`src/rtl/touch_tap_decoder_pkg.sv`:
```
// ---------------------------------------------------------------------------
// touch_tap_decoder_pkg
//   Shared constants and types for the touch tap decoder slice.
//   - Hole grid geometry defaults (also used by the LCD renderer)
//   - Debounce/release times in clock cycles (50 MHz domain)
//   - State enums for the decoder FSM and the cell locator
//   - hole_index(): row/col to linear hole number
// ---------------------------------------------------------------------------
package touch_tap_decoder_pkg;

    // Mole grid: 5 columns x 4 rows = 20 holes
    localparam int unsigned NUM_HOLES = 20;
    localparam int unsigned HOLE_W    = 5;

    // Touch coordinates are unsigned 16-bit pixels
    localparam int unsigned COORD_W   = 16;

    // Wide enough to hold col==COLS / row==ROWS (the overflow markers)
    localparam int unsigned IDX_W     = 3;

    // Grid geometry defaults (pixels)
    localparam int unsigned GRID_X0_DEF = 80;
    localparam int unsigned GRID_Y0_DEF = 120;
    localparam int unsigned CELL_W_DEF  = 128;
    localparam int unsigned CELL_H_DEF  = 96;
    localparam int unsigned COLS_DEF    = 5;
    localparam int unsigned ROWS_DEF    = 4;

    // Debounce timing: 10 ms press, 5 ms release at 50 MHz
    localparam int unsigned DEBOUNCE_CYCLES_DEF = 500000;
    localparam int unsigned RELEASE_CYCLES_DEF  = 250000;
    localparam int unsigned CNT_W_DEF           = 20;

    // Decoder FSM states
    typedef enum logic [2:0] {
        ST_IDLE,
        ST_DEBOUNCE,
        ST_LOCATE,
        ST_EMIT,
        ST_HELD
    } tap_state_e;

    // Cell locator phases
    typedef enum logic [1:0] {
        LOC_IDLE,
        LOC_INIT,
        LOC_STEP
    } loc_phase_e;

    // Linear hole number row*cols+col; a constant multiply, no divider involved
    function automatic logic [HOLE_W-1:0] hole_index(
        input logic [IDX_W-1:0] row,
        input logic [IDX_W-1:0] col,
        input int unsigned      cols
    );
        return HOLE_W'(row) * HOLE_W'(cols) + HOLE_W'(col);
    endfunction

endpackage

```
`src/rtl/touch_tap_decoder_if.sv`:
```
// ---------------------------------------------------------------------------
// touch_tap_decoder_if
//   Bundles the touch front-end stream and the decoded tap event.
//   master : touch front end / game side (drives en, touch stream, reads taps)
//   slave  : touch_tap_decoder
//   Signals:
//     en           decoding enable (high during game state)
//     touch_valid  finger down reported by the touch controller
//     tp_x_coord   touch x coordinate (16 bit)
//     tp_y_coord   touch y coordinate (16 bit)
//     tap_valid    one-cycle pulse per debounced press
//     tap_in_grid  tap lies inside a grid cell (held after the pulse)
//     tap_hole     hole index row*COLS+col, 0 when out of grid
//     tap_onehot   one-hot of tap_hole, zero outside the tap_valid cycle
//     touch_held   press accepted and not yet released
// ---------------------------------------------------------------------------
interface touch_tap_decoder_if;
    import touch_tap_decoder_pkg::*;

    logic                 en;
    logic                 touch_valid;
    logic [COORD_W-1:0]   tp_x_coord;
    logic [COORD_W-1:0]   tp_y_coord;
    logic                 tap_valid;
    logic                 tap_in_grid;
    logic [HOLE_W-1:0]    tap_hole;
    logic [NUM_HOLES-1:0] tap_onehot;
    logic                 touch_held;

    modport master (
        output en,
        output touch_valid,
        output tp_x_coord,
        output tp_y_coord,
        input  tap_valid,
        input  tap_in_grid,
        input  tap_hole,
        input  tap_onehot,
        input  touch_held
    );

    modport slave (
        input  en,
        input  touch_valid,
        input  tp_x_coord,
        input  tp_y_coord,
        output tap_valid,
        output tap_in_grid,
        output tap_hole,
        output tap_onehot,
        output touch_held
    );

endinterface

```
`src/rtl/touch_tap_decoder_locator.sv`:
```
// ---------------------------------------------------------------------------
// tap_cell_locator
//   Finds the grid cell of a touch point by repeated subtraction of the cell
//   size (no divider). start_i latches x_i/y_i; the next cycle checks the
//   grid origin, then each further cycle steps both axes by one cell while
//   possible. done_o is a combinational one-cycle strobe in the last cycle,
//   with col_o/row_o/in_grid_o valid alongside it.
//   Ports:
//     clk, rst_n   clock, synchronous active-low reset
//     start_i      load coordinates and begin (overrides a run in progress)
//     x_i, y_i     touch coordinates
//     done_o       result valid this cycle
//     col_o/row_o  cell column/row (may equal COLS/ROWS on overflow)
//     in_grid_o    point lies inside a real cell
// ---------------------------------------------------------------------------
module tap_cell_locator
    import touch_tap_decoder_pkg::*;
#(
    parameter int unsigned GRID_X0 = GRID_X0_DEF,
    parameter int unsigned GRID_Y0 = GRID_Y0_DEF,
    parameter int unsigned CELL_W  = CELL_W_DEF,
    parameter int unsigned CELL_H  = CELL_H_DEF,
    parameter int unsigned COLS    = COLS_DEF,
    parameter int unsigned ROWS    = ROWS_DEF
) (
    input  logic               clk,
    input  logic               rst_n,
    input  logic               start_i,
    input  logic [COORD_W-1:0] x_i,
    input  logic [COORD_W-1:0] y_i,
    output logic               done_o,
    output logic [IDX_W-1:0]   col_o,
    output logic [IDX_W-1:0]   row_o,
    output logic               in_grid_o
);

    localparam logic [COORD_W-1:0] GRID_X0_C = COORD_W'(GRID_X0);
    localparam logic [COORD_W-1:0] GRID_Y0_C = COORD_W'(GRID_Y0);
    localparam logic [COORD_W-1:0] CELL_W_C  = COORD_W'(CELL_W);
    localparam logic [COORD_W-1:0] CELL_H_C  = COORD_W'(CELL_H);
    localparam logic [IDX_W-1:0]   COLS_C    = IDX_W'(COLS);
    localparam logic [IDX_W-1:0]   ROWS_C    = IDX_W'(ROWS);

    loc_phase_e         phase_q, phase_d;
    logic [COORD_W-1:0] xRem_q, xRem_d;
    logic [COORD_W-1:0] yRem_q, yRem_d;
    logic [IDX_W-1:0]   col_q, col_d;
    logic [IDX_W-1:0]   row_q, row_d;
    logic               stepX, stepY;

    // An axis stops either when the remainder is inside one cell or when the
    // index has run past the last column/row (overflow means out of grid).
    assign stepX = (xRem_q >= CELL_W_C) && (col_q < COLS_C);
    assign stepY = (yRem_q >= CELL_H_C) && (row_q < ROWS_C);

    assign col_o = col_q;
    assign row_o = row_q;

    always_ff @(posedge clk) begin
        if (!rst_n) begin
            phase_q <= LOC_IDLE;
            xRem_q  <= '0;
            yRem_q  <= '0;
            col_q   <= '0;
            row_q   <= '0;
        end else begin
            phase_q <= phase_d;
            xRem_q  <= xRem_d;
            yRem_q  <= yRem_d;
            col_q   <= col_d;
            row_q   <= row_d;
        end
    end

    // The remainder registers first hold the raw coordinates; the INIT
    // cycle rebases them to the grid origin so no separate latch is needed.
    always_comb begin
        phase_d   = phase_q;
        xRem_d    = xRem_q;
        yRem_d    = yRem_q;
        col_d     = col_q;
        row_d     = row_q;
        done_o    = 1'b0;
        in_grid_o = 1'b0;

        if (start_i) begin
            phase_d = LOC_INIT;
            xRem_d  = x_i;
            yRem_d  = y_i;
            col_d   = '0;
            row_d   = '0;
        end else begin
            case (phase_q)
                LOC_INIT: begin
                    if ((xRem_q < GRID_X0_C) || (yRem_q < GRID_Y0_C)) begin
                        done_o  = 1'b1;
                        phase_d = LOC_IDLE;
                    end else begin
                        xRem_d  = xRem_q - GRID_X0_C;
                        yRem_d  = yRem_q - GRID_Y0_C;
                        phase_d = LOC_STEP;
                    end
                end
                LOC_STEP: begin
                    if (!stepX && !stepY) begin
                        done_o    = 1'b1;
                        in_grid_o = (col_q < COLS_C) && (row_q < ROWS_C);
                        phase_d   = LOC_IDLE;
                    end else begin
                        if (stepX) begin
                            xRem_d = xRem_q - CELL_W_C;
                            col_d  = col_q + 1'b1;
                        end
                        if (stepY) begin
                            yRem_d = yRem_q - CELL_H_C;
                            row_d  = row_q + 1'b1;
                        end
                    end
                end
                default: begin
                    phase_d = LOC_IDLE;
                end
            endcase
        end
    end

endmodule

```
`src/rtl/touch_tap_decoder.sv`:
```
// ---------------------------------------------------------------------------
// touch_tap_decoder
//   Turns the level-style touch stream into one debounced tap event per
//   finger press, mapped to a hole of the mole grid. Fires once per press
//   and re-arms only after a debounced release.
//   Ports:
//     clk    system clock (50 MHz)
//     rst_n  synchronous reset, active low
//     bus    touch_tap_decoder_if.slave (en, touch stream in; tap event out)
// ---------------------------------------------------------------------------
module touch_tap_decoder
    import touch_tap_decoder_pkg::*;
#(
    parameter int unsigned GRID_X0         = GRID_X0_DEF,
    parameter int unsigned GRID_Y0         = GRID_Y0_DEF,
    parameter int unsigned CELL_W          = CELL_W_DEF,
    parameter int unsigned CELL_H          = CELL_H_DEF,
    parameter int unsigned COLS            = COLS_DEF,
    parameter int unsigned ROWS            = ROWS_DEF,
    parameter int unsigned DEBOUNCE_CYCLES = DEBOUNCE_CYCLES_DEF,
    parameter int unsigned RELEASE_CYCLES  = RELEASE_CYCLES_DEF,
    parameter int unsigned CNT_W           = CNT_W_DEF
) (
    input  logic                 clk,
    input  logic                 rst_n,
    touch_tap_decoder_if.slave   bus
);

    // DEBOUNCE enters with cnt=1 and exits when cnt already equals the
    // limit; HELD exits on the low sample that brings the count to the limit.
    localparam logic [CNT_W-1:0] DEB_LAST = CNT_W'(DEBOUNCE_CYCLES);
    localparam logic [CNT_W-1:0] REL_LAST = CNT_W'(RELEASE_CYCLES - 1);

    tap_state_e        state_q, state_d;
    logic [CNT_W-1:0]  cnt_q, cnt_d;
    logic              tapValid_q, tapValid_d;
    logic              tapInGrid_q, tapInGrid_d;
    logic [HOLE_W-1:0] tapHole_q, tapHole_d;

    logic              locStart;
    logic              locDone;
    logic [IDX_W-1:0]  locCol;
    logic [IDX_W-1:0]  locRow;
    logic              locInGrid;

    // The locator latches the coordinates on the DEBOUNCE exit edge, which
    // only happens with touch_valid sampled high, so the latch always holds
    // a coordinate from a valid touch sample.
    tap_cell_locator #(
        .GRID_X0 (GRID_X0),
        .GRID_Y0 (GRID_Y0),
        .CELL_W  (CELL_W),
        .CELL_H  (CELL_H),
        .COLS    (COLS),
        .ROWS    (ROWS)
    ) u_locator (
        .clk       (clk),
        .rst_n     (rst_n),
        .start_i   (locStart),
        .x_i       (bus.tp_x_coord),
        .y_i       (bus.tp_y_coord),
        .done_o    (locDone),
        .col_o     (locCol),
        .row_o     (locRow),
        .in_grid_o (locInGrid)
    );

    always_ff @(posedge clk) begin
        if (!rst_n) begin
            state_q     <= ST_IDLE;
            cnt_q       <= '0;
            tapValid_q  <= 1'b0;
            tapInGrid_q <= 1'b0;
            tapHole_q   <= '0;
        end else begin
            state_q     <= state_d;
            cnt_q       <= cnt_d;
            tapValid_q  <= tapValid_d;
            tapInGrid_q <= tapInGrid_d;
            tapHole_q   <= tapHole_d;
        end
    end

    // Next state. en=0 wins over everything: back to IDLE, no pulse, and
    // the last hole/in_grid result stays visible to the game logic.
    always_comb begin
        state_d     = state_q;
        cnt_d       = cnt_q;
        tapValid_d  = 1'b0;
        tapInGrid_d = tapInGrid_q;
        tapHole_d   = tapHole_q;
        locStart    = 1'b0;

        if (!bus.en) begin
            state_d = ST_IDLE;
            cnt_d   = '0;
        end else begin
            case (state_q)
                ST_IDLE: begin
                    if (bus.touch_valid) begin
                        state_d = ST_DEBOUNCE;
                        cnt_d   = CNT_W'(1);
                    end
                end
                ST_DEBOUNCE: begin
                    if (!bus.touch_valid) begin
                        state_d = ST_IDLE;
                        cnt_d   = '0;
                    end else if (cnt_q == DEB_LAST) begin
                        state_d  = ST_LOCATE;
                        cnt_d    = '0;
                        locStart = 1'b1;
                    end else begin
                        cnt_d = cnt_q + 1'b1;
                    end
                end
                ST_LOCATE: begin
                    if (locDone) begin
                        state_d     = ST_EMIT;
                        tapValid_d  = 1'b1;
                        tapInGrid_d = locInGrid;
                        tapHole_d   = locInGrid ? hole_index(locRow, locCol, COLS) : '0;
                    end
                end
                ST_EMIT: begin
                    state_d = ST_HELD;
                    cnt_d   = '0;
                end
                ST_HELD: begin
                    if (bus.touch_valid) begin
                        cnt_d = '0;
                    end else if (cnt_q == REL_LAST) begin
                        state_d = ST_IDLE;
                        cnt_d   = '0;
                    end else begin
                        cnt_d = cnt_q + 1'b1;
                    end
                end
                default: begin
                    state_d = ST_IDLE;
                    cnt_d   = '0;
                end
            endcase
        end
    end

    assign bus.tap_valid   = tapValid_q;
    assign bus.tap_in_grid = tapInGrid_q;
    assign bus.tap_hole    = tapHole_q;
    // The mask only exists during the pulse so the game can AND it blindly
    assign bus.tap_onehot  = (tapValid_q && tapInGrid_q) ? (NUM_HOLES'(1) << tapHole_q) : '0;
    assign bus.touch_held  = (state_q == ST_EMIT) || (state_q == ST_HELD);

endmodule

```
`src/flat_wrapper.sv`:
```
// flat-port wrapper written by rule: the top's interface ports become plain ports
module touch_tap_decoder_flat import touch_tap_decoder_pkg::*;
#(
    parameter int unsigned GRID_X0         = GRID_X0_DEF,
    parameter int unsigned GRID_Y0         = GRID_Y0_DEF,
    parameter int unsigned CELL_W          = CELL_W_DEF,
    parameter int unsigned CELL_H          = CELL_H_DEF,
    parameter int unsigned COLS            = COLS_DEF,
    parameter int unsigned ROWS            = ROWS_DEF,
    parameter int unsigned DEBOUNCE_CYCLES = DEBOUNCE_CYCLES_DEF,
    parameter int unsigned RELEASE_CYCLES  = RELEASE_CYCLES_DEF,
    parameter int unsigned CNT_W           = CNT_W_DEF
)
  (clk, rst_n, bus_en, bus_touch_valid, bus_tp_x_coord, bus_tp_y_coord, bus_tap_valid, bus_tap_in_grid, bus_tap_hole, bus_tap_onehot, bus_touch_held);
  touch_tap_decoder_if bus_i ();
  input  logic clk;
  input  logic rst_n;
  input wire logic [$bits(bus_i.en)-1:0] bus_en;
  input wire logic [$bits(bus_i.touch_valid)-1:0] bus_touch_valid;
  input wire logic [$bits(bus_i.tp_x_coord)-1:0] bus_tp_x_coord;
  input wire logic [$bits(bus_i.tp_y_coord)-1:0] bus_tp_y_coord;
  output wire logic [$bits(bus_i.tap_valid)-1:0] bus_tap_valid;
  output wire logic [$bits(bus_i.tap_in_grid)-1:0] bus_tap_in_grid;
  output wire logic [$bits(bus_i.tap_hole)-1:0] bus_tap_hole;
  output wire logic [$bits(bus_i.tap_onehot)-1:0] bus_tap_onehot;
  output wire logic [$bits(bus_i.touch_held)-1:0] bus_touch_held;
  assign bus_i.en = bus_en;
  assign bus_i.touch_valid = bus_touch_valid;
  assign bus_i.tp_x_coord = bus_tp_x_coord;
  assign bus_i.tp_y_coord = bus_tp_y_coord;
  assign bus_tap_valid = bus_i.tap_valid;
  assign bus_tap_in_grid = bus_i.tap_in_grid;
  assign bus_tap_hole = bus_i.tap_hole;
  assign bus_tap_onehot = bus_i.tap_onehot;
  assign bus_touch_held = bus_i.touch_held;
  touch_tap_decoder #(.GRID_X0(GRID_X0), .GRID_Y0(GRID_Y0), .CELL_W(CELL_W), .CELL_H(CELL_H), .COLS(COLS), .ROWS(ROWS), .DEBOUNCE_CYCLES(DEBOUNCE_CYCLES), .RELEASE_CYCLES(RELEASE_CYCLES), .CNT_W(CNT_W)) u_core (.clk(clk), .rst_n(rst_n), .bus(bus_i));
endmodule
```
`config.mk`:
```
export PLATFORM = sky130hd
export DESIGN_NAME = touch_tap_decoder_flat
export DESIGN_NICKNAME = d
export VERILOG_FILES = /design/src/rtl/touch_tap_decoder_pkg.sv /design/src/rtl/touch_tap_decoder_if.sv /design/src/rtl/touch_tap_decoder_locator.sv /design/src/rtl/touch_tap_decoder.sv /design/src/flat_wrapper.sv
export SDC_FILE = /design/constraint.sdc
export NUM_CORES = 1
export LEC_CHECK = 0
export ABC_AREA = 1
export BUFFER_PORTS_ARGS = -buffer_cell sky130_fd_sc_hd__buf_2
export CAP_MARGIN = 20
export CORE_ASPECT_RATIO = 1.1
export CORE_MARGIN = 2
export CORE_UTILIZATION = 60
export CTS_BUF_LIST = sky130_fd_sc_hd__clkbuf_4 sky130_fd_sc_hd__clkbuf_8
export CTS_CLUSTER_SIZE = 28
export DETAILED_ROUTE_END_ITERATION = 7
export PLACE_DENSITY_LB_ADDON = 0.12
export SETUP_SLACK_MARGIN = 0.1
export SYNTH_ARGS = -nofsm -noshare
export SYNTH_HDL_FRONTEND = slang
export SYNTH_SLANG_ARGS = --single-unit
```
`constraint.sdc`:
```
create_clock -name clk -period 2.38 [get_ports clk]
set_input_delay 0.238 -clock clk [delete_from_list [all_inputs] [get_ports clk]]
set_output_delay 0.238 -clock clk [all_outputs]
set_load 0.01 [all_outputs]
```
==> flow_metrics.py <==
metrics = {
    "power_and_ir_drop": {
        "power_mw": 2.00,
        "power_leakage_nw": 2.53,
        "powerDensity_mw_per_mm2": 389,
        "vdd_drop_max_uv": 260,
    },
    "global_routing": {
        "met1_usage_pct": 35.4,
        "gr-total-overflow": 0,
        "grt_use_met3_pct": 3.09,
        "busiest_layer": "met2",
        "grtUsageTotal_pct": 27.8,
        "grt_pass1_vias": 4305,
        "grt_pass1_wl_mm": 18.9,
        "grt_util_met2_pct": 48.9,
        "grt_max_degree": 18,
        "antenna_found_initial": 0,
    },
    "setup_path": {
        "crit_arrival_ns": 2.31,
        "cp-end-kind": "register",
        "timing.rr.end": "u_core.u_locator.yRem_q[8]",
        "start_kind": "register",
        "worstSetupStartpoint": "u_core.cnt_q[9]",
        "critPathKind": "reg2reg",
        "reg2regPathDepth": 14,
        "r2r_slack_ns": 0.31,
        "required_ns": 2.63,
        "cp_max_fo": 12,
        "rr_startpoint": "u_core.cnt_q[9]",
        "crit_path_end": "u_core.u_locator.yRem_q[8]",
    },
    "die": {
        "die_area_mm2": 0.00838,
        "die_h_um": 95.8,
        "ios": 64,
        "fp.dieW_um": 87.5,
        "start_util_pct": 61.9,
        "coreArea_mm2": 0.00743,
        "rows": 33,
    },
    "clock_tree": {
        "insertion_delay_ns": 0.34,
        "clockBufferDepth": 2,
        "holdBufCountCts": 0,
        "cts_buffers": 9,
        "cts_tree": "done",
        "root_buffer": "clkbuf_8",
        "clock_sinks": 63,
        "clk_pin_slew_ns": 0.08,
        "htreeDepth": 3,
        "post-cts-setup-buffers": 0,
    },
    "synth": {
        "yosysWarnings": 0,
        "ys.flop_type": "dfxtp_1",
        "yosysSeqAreaShare_pct": 27.4,
        "synthTopCellsByArea": "dfxtp_1 (27%), nand2_1 (14%), nor2_1 (11%)",
        "synthTopCellsByCount": "nand2_1 (174), nor2_1 (140), inv_1 (95)",
        "synth_nets": 807,
        "syn_inst": 751,
        "synth_top_cell_by_area": "dfxtp_1",
        "postSynth.asyncResetShare_pct": 0,
        "avgSynthCellArea_um2": 6.12,
        "synth_edf_count": 0,
        "synthMostInstantiatedCell": "nand2_1",
        "synth_top_area_share_pct": 27.4,
        "synth_cell_types": 43,
        "yosys_register_bits": 63,
        "synth_area_mm2": 0.00460,
    },
    "timing": {
        "fin_ws_ns": 0.313,
        "skew_ns": 0.0125,
        "tightest_slew_ns": 0.564,
        "slew_viol_final": 0,
        "finalCritPeriodShare_pct": 86.9,
        "setup_viol": 0,
        "fin_crit_ns": 2.07,
        "hold_viol": 0,
        "slew_headroom_pct": 62.1,
        "rsz0062_at_grt": "false",
        "fin_tns_setup_ns": 0,
        "fmax_ghz": 0.484,
    },
    "cells_and_area": {
        "syn2layout_area_growth_pct": 11.8,
        "layout-drive-gt1-share_pct": 14.2,
        "antenna_cells": 0,
        "nNetsFinal": 867,
    },
    "routing": {
        "ant_nets": 0,
        "routed_via_density": 5.35,
        "finalWirelength_mm": 11.4,
        "drt_pass1_iterations": 6,
        "drt_iter0_drc": 297,
        "num_vias": 4823,
        "drc": 0,
        "wire_per_inst_um": 12.7,
    },
    "worst_hold_path": {
        "hp-class": "in2reg",
    },
    "placed_design": {
        "io_buffer_count": 56,
        "dp_hpwl_mm": 8.66,
        "finalWeightedCongestion": 0.993,
        "pre_cts_slack_ns": 0.333,
    },
    "flow_run": {
        "drv_cap": 0,
    },
    "status": {
        "status": "completed",
    },
}
-- worst max-delay path: stages, from the launching register on --
cell	delay, ns
dfxtp_1	0.37
inv_1	0.16
nand2_1	0.09
nor2_1	0.14
nand2_1	0.06
nor2_1	0.17
nand3_4	0.18
nand2_2	0.13
nand2_1	0.08
nand2_2	0.12
nand2_4	0.11
inv_4	0.17
nand2_1	0.07
nand2_1	0.06
nor2_1	0.04
-- worst min path at each step --
| stage | to | cells past startpoint | startpoint | slack [ns] |
|---|---|---|---|---|
| finish | u_core.u_locator.xRem_q[15] | 5 | bus_tp_x_coord[15] | 0.21 |
| global route | u_core.u_locator.yRem_q[11] | 5 | bus_tp_y_coord[11] | 0.26 |
| CTS | u_core.u_locator.xRem_q[15] | 5 | bus_tp_x_coord[15] | 0.20 |
| detailed placement | u_core.u_locator.phase_q[0] | 2 | u_core.u_locator.phase_q[0] | 0.48 |
| global placement | u_core.u_locator.phase_q[0] | 2 | u_core.u_locator.phase_q[0] | 0.47 |
| floorplan | u_core.u_locator.xRem_q[15] | 4 | bus_tp_x_coord[15] | 0.45 |
-- stage by stage --
step	instance area (µm²)	hold WS [ns]	cells	utilization, %
2_1_floorplan	4600	0.449	751	-
3_3_place_gp	4970	0.468	887	66.9
3_5_place_dp	4970	0.482	887	66.9
4_1_cts	5140	0.197	902	69.2
5_1_grt	5140	0.259	902	69.2
6_report	5140	0.207	902	69.2
-- cells by family (layout without fill, tap and decap cells) --
logic type	Yosys count	in the layout	synth area share [%]
DFF	63	63	27.4
xor gates and xnor gates	20	20	3.81
adders and majority gates	20	20	5.61
buffers and inverters	120	184	10.6
AOI/OAI and AO/OA	82	82	9.66
and+or+nand+nor	446	446	42.9
-- cell usage in the layout, fill, tap and decap left out, types with 19 or more instances in the layout --
master   instances
dfxtp_1         63
o21ai_0         42
nand2_1        174
ha_1            19
a21oi_1         24
nand4_1         23
buf_2           56
inv_1           94
nand3_1         61
nor2_1         140
-- routing by layer --
layer	routed length, µm	part of all wire, %
met1	5190	45
met2	5640	49
met3	456	4.0
met4	143	1.3
met5	0	0
-- report_power, final --
group | total, mW | leakage (nW) | switching (mW) | internal [mW]
Sequential | 1.06 | 0.507 | 0.00333 | 1.06
Combinational | 0.106 | 1.94 | 0.0685 | 0.0378
Clock | 0.836 | 0.0884 | 0.429 | 0.407
Total | 2.00 | 2.53 | 0.501 | 1.50
-- state kept, by name, summed over array words and instances (netlist names) --
| name | flops |
|---|---|
| u_core.u_locator.row_o | 3 |
| u_core.bus.tap_valid | 1 |
| u_core.cnt_q | 20 |
| u_core.u_locator.xRem_q | 12 |
| u_core.state_q | 3 |
| u_core.u_locator.yRem_q | 13 |
| u_core.bus.tap_hole | 5 |
| u_core.u_locator.phase_q | 2 |
| u_core.bus.tap_in_grid | 1 |
| u_core.u_locator.col_o | 3 |
-- final cells by class --
cell class | instances | area (µm²)
Sequential cell | 63 | 1260
Tap cell | 87 | 109
Timing Repair Buffer | 68 | 370
Inverter | 101 | 382
Fill cell | 687 | 2290
Multi-Input combinational cell | 568 | 2850
Clock inverter | 4 | 22.5
Clock buffer | 11 | 145
-- repair_timing --
item	CTS	global route
endpoints found under the hold margin	0	0
gates resized for setup	0	1
endpoints found under the setup margin	0	1
Note: power is estimated with default switching activity, not from simulation.
